### src/rtl/serial_adder_pkg.sv
// serial_adder_pkg: shared state encoding and default width for serial_adder
package serial_adder_pkg;
  localparam int DEF_WIDTH = 8;
  typedef enum logic [1:0] {
    IDLE = 2'd0,
    RUN  = 2'd1,
    DONE = 2'd2
  } state_t;
endpackage

### src/rtl/serial_adder_fulladder.sv
// fulladder: 1-bit full adder cell used as the serial adder's bit slice
module fulladder (
  input  logic a,
  input  logic b,
  input  logic cin,
  output logic s,
  output logic cout
);
  assign s    = a ^ b ^ cin;
  assign cout = (a & b) | (cin & (a ^ b));
endmodule

### src/rtl/serial_adder.sv
// serial_adder: bit-serial WIDTH-bit add through one fulladder, LSB first.
// Define SERIAL_ADDER_SUB_EN to add the sub port (A-B via ~B and carry-in 1).
module serial_adder
  import serial_adder_pkg::*;
#(
  parameter int WIDTH = DEF_WIDTH
) (
  input  logic             clk,
  input  logic             rst_n,
  input  logic             start,
  input  logic [WIDTH-1:0] A,
  input  logic [WIDTH-1:0] B,
  input  logic             Cin,
`ifdef SERIAL_ADDER_SUB_EN
  input  logic             sub,
`endif
  output logic             busy,
  output logic             done,
  output logic [WIDTH-1:0] S,
  output logic             Cout,
  output logic             V
);
  localparam int CW = $clog2(WIDTH);
  state_t           state;
  logic [WIDTH-1:0] a_sh, b_sh, work, b_ld;
  logic [CW-1:0]    cnt;
  logic             carry, c_ld, fa_s, fa_c;
`ifdef SERIAL_ADDER_SUB_EN
  assign b_ld = sub ? ~B : B;
  assign c_ld = sub | Cin;
`else
  assign b_ld = B;
  assign c_ld = Cin;
`endif
  fulladder u_fa (
    .a   (a_sh[0]),
    .b   (b_sh[0]),
    .cin (carry),
    .s   (fa_s),
    .cout(fa_c)
  );
  assign busy = state != IDLE;
  assign done = state == DONE;
  always_ff @(posedge clk or negedge rst_n) begin
    if (!rst_n) begin
      state <= IDLE;
      a_sh  <= '0;
      b_sh  <= '0;
      work  <= '0;
      carry <= 1'b0;
      cnt   <= '0;
      S     <= '0;
      Cout  <= 1'b0;
      V     <= 1'b0;
    end else if (state == IDLE) begin
      if (start) begin
        a_sh  <= A;
        b_sh  <= b_ld;
        carry <= c_ld;
        cnt   <= '0;
        state <= RUN;
      end
    end else if (state == RUN) begin
      a_sh  <= a_sh >> 1;
      b_sh  <= b_sh >> 1;
      work  <= {fa_s, work[WIDTH-1:1]};
      carry <= fa_c;
      cnt   <= cnt + 1'b1;
      // carry still holds the carry into the MSB on the final bit
      if (cnt == CW'(WIDTH - 1)) begin
        S     <= {fa_s, work[WIDTH-1:1]};
        Cout  <= fa_c;
        V     <= carry ^ fa_c;
        state <= DONE;
      end
    end else begin
      state <= IDLE;
    end
  end
endmodule

### config.mk
export PLATFORM = sky130hd
export DESIGN_NAME = serial_adder
export DESIGN_NICKNAME = d
export VERILOG_FILES = /design/src/rtl/serial_adder_pkg.sv /design/src/rtl/serial_adder_fulladder.sv /design/src/rtl/serial_adder.sv
export SDC_FILE = /design/constraint.sdc
export NUM_CORES = 1
export LEC_CHECK = 0
export BUFFER_PORTS_ARGS = -buffer_cell sky130_fd_sc_hd__buf_2
export CAP_MARGIN = 20
export CORE_AREA = 2 2 63 65
export CTS_BUF_LIST = sky130_fd_sc_hd__clkbuf_16
export CTS_CLUSTER_DIAMETER = 200
export DETAILED_ROUTE_END_ITERATION = 7
export DIE_AREA = 0 0 65 67
export PLACE_DENSITY_LB_ADDON = 0.1
export SETUP_SLACK_MARGIN = 0.05
export SYNTH_ARGS = -nofsm -noshare
export SYNTH_HDL_FRONTEND = slang
export SYNTH_SLANG_ARGS = --single-unit
### constraint.sdc
create_clock -name clk -period 1.34 [get_ports clk]
set_input_delay 0.067 -clock clk [delete_from_list [all_inputs] [get_ports clk]]
set_output_delay 0.067 -clock clk [all_outputs]
set_load 0.02 [all_outputs]
# Word level (Yosys, flattened, before mapping)
# Index checks and enable logic that the tools add are counted.
[op_classes]
n_addsub = 1
mul = 0
div = 0
magnitude_cmp = 0
n_eq_ne = 5
shift = 0
mux = 16
bitwise = 7
reduce_logical = 7
[ops]
columns = ["cell", "count"]
rows = [
  ["two-way mux 8 bit", 6],
  ["two-way mux 3 bit", 3],
  ["two-way mux 2 bit", 4],
  ["AND reduction 2 bit", 3],
  ["nonzero test 2 bit", 2],
  ["adder 3 x 1 -> 3 bit (second input constant)", 1],
  ["== test 3 bit (second input constant)", 1],
  ["two-way mux 1 bit", 3],
  ["!= test 3 x 2 -> 1 bit (second input constant)", 1],
  ["AND reduction 3 bit", 1],
  ["XOR 1 bit", 3],
  ["AND 1 bit", 2],
  ["== test 2 x 1 -> 1 bit (second input constant)", 1],
  ["== test 2 bit (second input constant)", 1],
  ["logical NOT 2 bit", 1],
  ["!= test 2 bit (second input constant)", 1],
  ["NOT 1 bit", 1],
  ["bitwise OR 1 bit", 1],
]
[word_totals]
ff_bits = 40
latchBits = 0
ram_bits = 0
mem_bits_ro = 0
output_inout_bits = 12
elab_cells = 45
mem_count = 0

# Logic depth before layout (Yosys ltp)
[depth]
ltp_word = 5
ltp_mapped = 6

# Cells and area by module
# Synthesis repeated with hierarchy kept, for this count alone.
[unflattened]
hier_cells = 122
area_unflattened_um2 = 1769.2
[by_module_without_submodules]
columns = ["mod", "instances", "cells_per_inst", "area_each_um2"]
rows = [
  ["serial_adder", 1, 121, 1749.2],
  ["fulladder", 1, 1, 20.0],
]

# Worst setup path after synthesis
# No wires, ideal clock.
[synth_path]
path_kind = "register to register"
from = "register cnt[0]"
to = "register S[0]"
setup_time_ps = 125
arrival_time_ps = 1308
required_ps = 1215
slack_ps = -93
path_stages_with_launch = 6
n_path_buf = 1
cell_sequence = "dfrtp_1 ha_1 ha_1 nand3b_2 buf_6 mux2_4"
[synth_via]
elab_chain_cells = 2
[synth_lines]
columns = ["element", "line", "rtl"]
rows = [
  ["start, declared", "serial_adder.sv:26", "logic [CW-1:0] cnt;"],
  ["start signal, assigned", "serial_adder.sv:68", "cnt <= cnt + 1'b1;"],
  ["== test 3 bit", "serial_adder.sv:70", "if (cnt == CW'(WIDTH - 1)) begin"],
  ["AND reduction 3 bit (no line)", "-", ""],
  ["end signal, assigned", "serial_adder.sv:71", "S <= {fa_s, work[WIDTH-1:1]};"],
  ["end, declared", "serial_adder.sv:19", "output logic [WIDTH-1:0] S,"],
]
# No other way between the ends.
# A chain may end at the register's enable or synchronous reset.

# Worst setup path after layout
[layout_path]
from = "register cnt[0]"
to = "register S[5]"
# The elaborated chain is that of the path after synthesis.

==> reports/summary.txt <==
PortBufs - 31
Slew of the pin with the lowest slew margin - 0.489 ns
Worst Path Max Fanout - 5
Fmax achieved - 713 MHz
Die Wd - 65 um
Final Setup Violations - 9
Setup WS post-layout - -0.0619 ns
Seq cells post-synth - 39
Failing checks - setup timing
Peak supply drop - 0.00100 V
P per Cell Area - 2510 nW/um^2
Final hold violation count - 0
Total grt overflow - 0
Residual DRC - 0
Vias/cell - 5.22
Clock network power share - 22.5%
Final wirelength - 3580 um
Clk root buf - clkbuf_16
Design area - 2320 sq um
Final Cycle Share - 105%
Initial Utilization - 47.5%
Top-area cell type share of the netlist area - 56.9%
Initial antenna violation count - 0
CTS tree - built
Mapped Nets - 167
Worst Path Required - 1.51 ns
Switching Fraction - 32.3%
I/O pin total - 32
Instance area at placement - 2000 sq um
Post-detailed-route wirelength per cell - 14.5 um
Clock tree buffer depth - 2
Die height - 67 um
Fin crit period - 1.40 ns
H-Tree Depth - 2
Synth-to-Final Area Change - 35.5%
Synth Instances - 144
RSZ-0062 raised after global routing - yes
Clk pin slew, worst setup/hold paths - 0.06 ns
Post-DRT Antenna Nets - 0
Clock latency on the worst-skew pair - 0.28 ns
FP Rows - 22
Core area - 3610 sq um
Comb pwr share - 41.2%
Vias in the first global route - 1,232
Max Clock Skew - 0.00295 ns
Wire length of the first global-routing pass - 5930 um
Vias - 1,290
Leakage - 1.10 nW
GRT Overall Usage - 18.7%
Layout cell share with drive strength beyond 1 - 43.7%
Tot Pwr - 5.84 mW
Fin. max-slew vios - 0
Hold crit path type - in2reg
Clock Sinks - 39
Syn Std Cell Area - 1710 sq um
Pin count of the biggest net entering global routing - 40
Nets - 221
Sequential element share of the synthesized area - 56.9%
Synth cell types - 27
Status - finished with violations
Clock buffer count from CTS - 5
Mapped Avg Cell Area - 11.9 sq um
Synth Warn # - 0
N_diodes - 0
Reg power frac - 36.3%
Fillers - 319
Maxcap violations - 0
P_sw - 1.89 mW
Power Internal - 3.95 mW
Crit path DAT - 1.57 ns
TritonRoute pass-1 iters - 4
CP startpoint kind - register
Yosys top cell by area - dfrtp_1
Final Wtd Congestion - 0.727
Crit end category - register
Setup CP Type - reg2reg
Slew headroom - 67.4%
DRT iter0 DRCs - 73
Synth area leaders - dfrtp_1 57%, o22ai_1 6.2%, mux2_4 6.1%
Die area - 4360 sq um
Post-DP HPWL - 2360 um
## metal layers
metal	GRT usage, %	share of wire (%)
met5	0	0
met1	21.3	43
met4	6.38	1.5
met3	6.25	5.7
met2	32.9	50
## registers in the layout, indices dropped and copies added (netlist names)
name	count
Cout	1
S	8
V	1
a_sh	8
b_sh	8
carry	1
cnt	3
state	2
work	7
## kinds of logic (layout without fill, tap and decap cells)
family          after synthesis  in the layout  synth area share, %
simple gates                 32             32                 8.76
compound gates               40             40                 14.5
flops                        39             39                 56.9
fa+ha+maj                     3              3                 2.63
buf+inv                      13             68                 4.67
mux                          16             16                 12.0
xor+xnor                      1              1                0.511
## cell type report
class,count,area [sq um],area share [%]
inverter,4,15.0,0.647
clock buffer,5,125,5.39
timing repair buffer,56,404,17.4
tap,48,60.1,2.59
clock inverter,3,38.8,1.67
sequential,39,976,42.0
multi-input combinational,92,703,30.3
## worst paths after layout
| path | from | to | slack (ns) | cells after the start |
|---|---|---|---|---|
| max | cnt[0] | S[5] | -0.06 | 5 |
| min in group asynchronous | rst_n | S[0] | 0.36 | 3 |
| max reg2reg | cnt[0] | S[5] | -0.06 | 5 |
| min reg2reg | V | V | 0.48 | 2 |
| max in group asynchronous | rst_n | b_sh[0] | 0.63 | 3 |
| min | B[7] | b_sh[7] | 0.03 | 3 |
## cells in the final DEF, fill, tap and decap left out, types with 2 or more instances in the layout
cell type / n
o21ai_0: 2
mux2_4: 10
nand2_1: 7
clkbuf_16: 5
buf_2: 30
mux2_2: 6
buf_4: 17
nor3_1: 6
dfrtp_1: 39
o22ai_1: 17
nand2b_1: 3
buf_12: 3
clkinv_1: 2
a21oi_1: 13
nor2_1: 12
a22o_1: 2
o32ai_1: 2
inv_1: 2
buf_6: 5
## timing repair
item	CTS	global route
hold buffers	1	0
cloned	0	0
endpoints found under the hold margin	39	0
gates resized for setup	10	5
endpoints found under the setup margin	13	32
buffers inserted	8	5
pin swaps	3	1
## synth_stat cells
cell type / instances
a21oi_1: 13
a22o_1: 2
buf_2: 4
buf_4: 1
buf_6: 3
clkbuf_1: 1
clkinv_1: 1
dfrtp_1: 39
fa_1: 1
ha_1: 2
inv_1: 3
mux2_2: 9
mux2_4: 7
nand2_1: 7
nand2b_1: 3
nand2b_2: 1
nand3b_2: 1
nor2_1: 13
nor3_1: 6
o21ai_0: 3
o21ba_2: 1
o21bai_1: 1
o221ai_1: 1
o22ai_1: 17
o32ai_1: 2
or2_2: 1
xnor2_1: 1
## power by group through the flow
stage / Sequential (mW) / Combinational, mW / Clock [mW]
6_report: 2.12 / 2.41 / 1.31
5_1_grt: 2.21 / 2.64 / 1.38
4_1_cts: 2.12 / 2.33 / 1.33
3_5_place_dp: 2.14 / 2.15 / 0
3_3_place_gp: 2.11 / 2.09 / 0
2_1_floorplan: 2.25 / 1.36 / 0
## stage by stage
step	hold slack, ns	worst slack [ns]	setup TNS, ns	cells	utilization, %
detailed placement	0.149	-0.0454	-0.122	225	55.3
finish	0.0322	-0.0619	-0.409	247	64.4
global route	0.0803	-0.101	-0.860	247	64.4
CTS	0.0340	-0.0609	-0.331	242	62.8
global placement	0.142	-0.0289	-0.0578	225	55.3
floorplan	-0.229	-0.00729	-0.0511	144	-
## critical path, cell delays in order, from the launching register on
cell,delay (ns)
dfrtp_1,0.38
ha_2,0.20
ha_4,0.17
nand3b_4,0.11
buf_6,0.14
mux2_4,0.29
No activity file was read; power rests on OpenSTA's default activity.
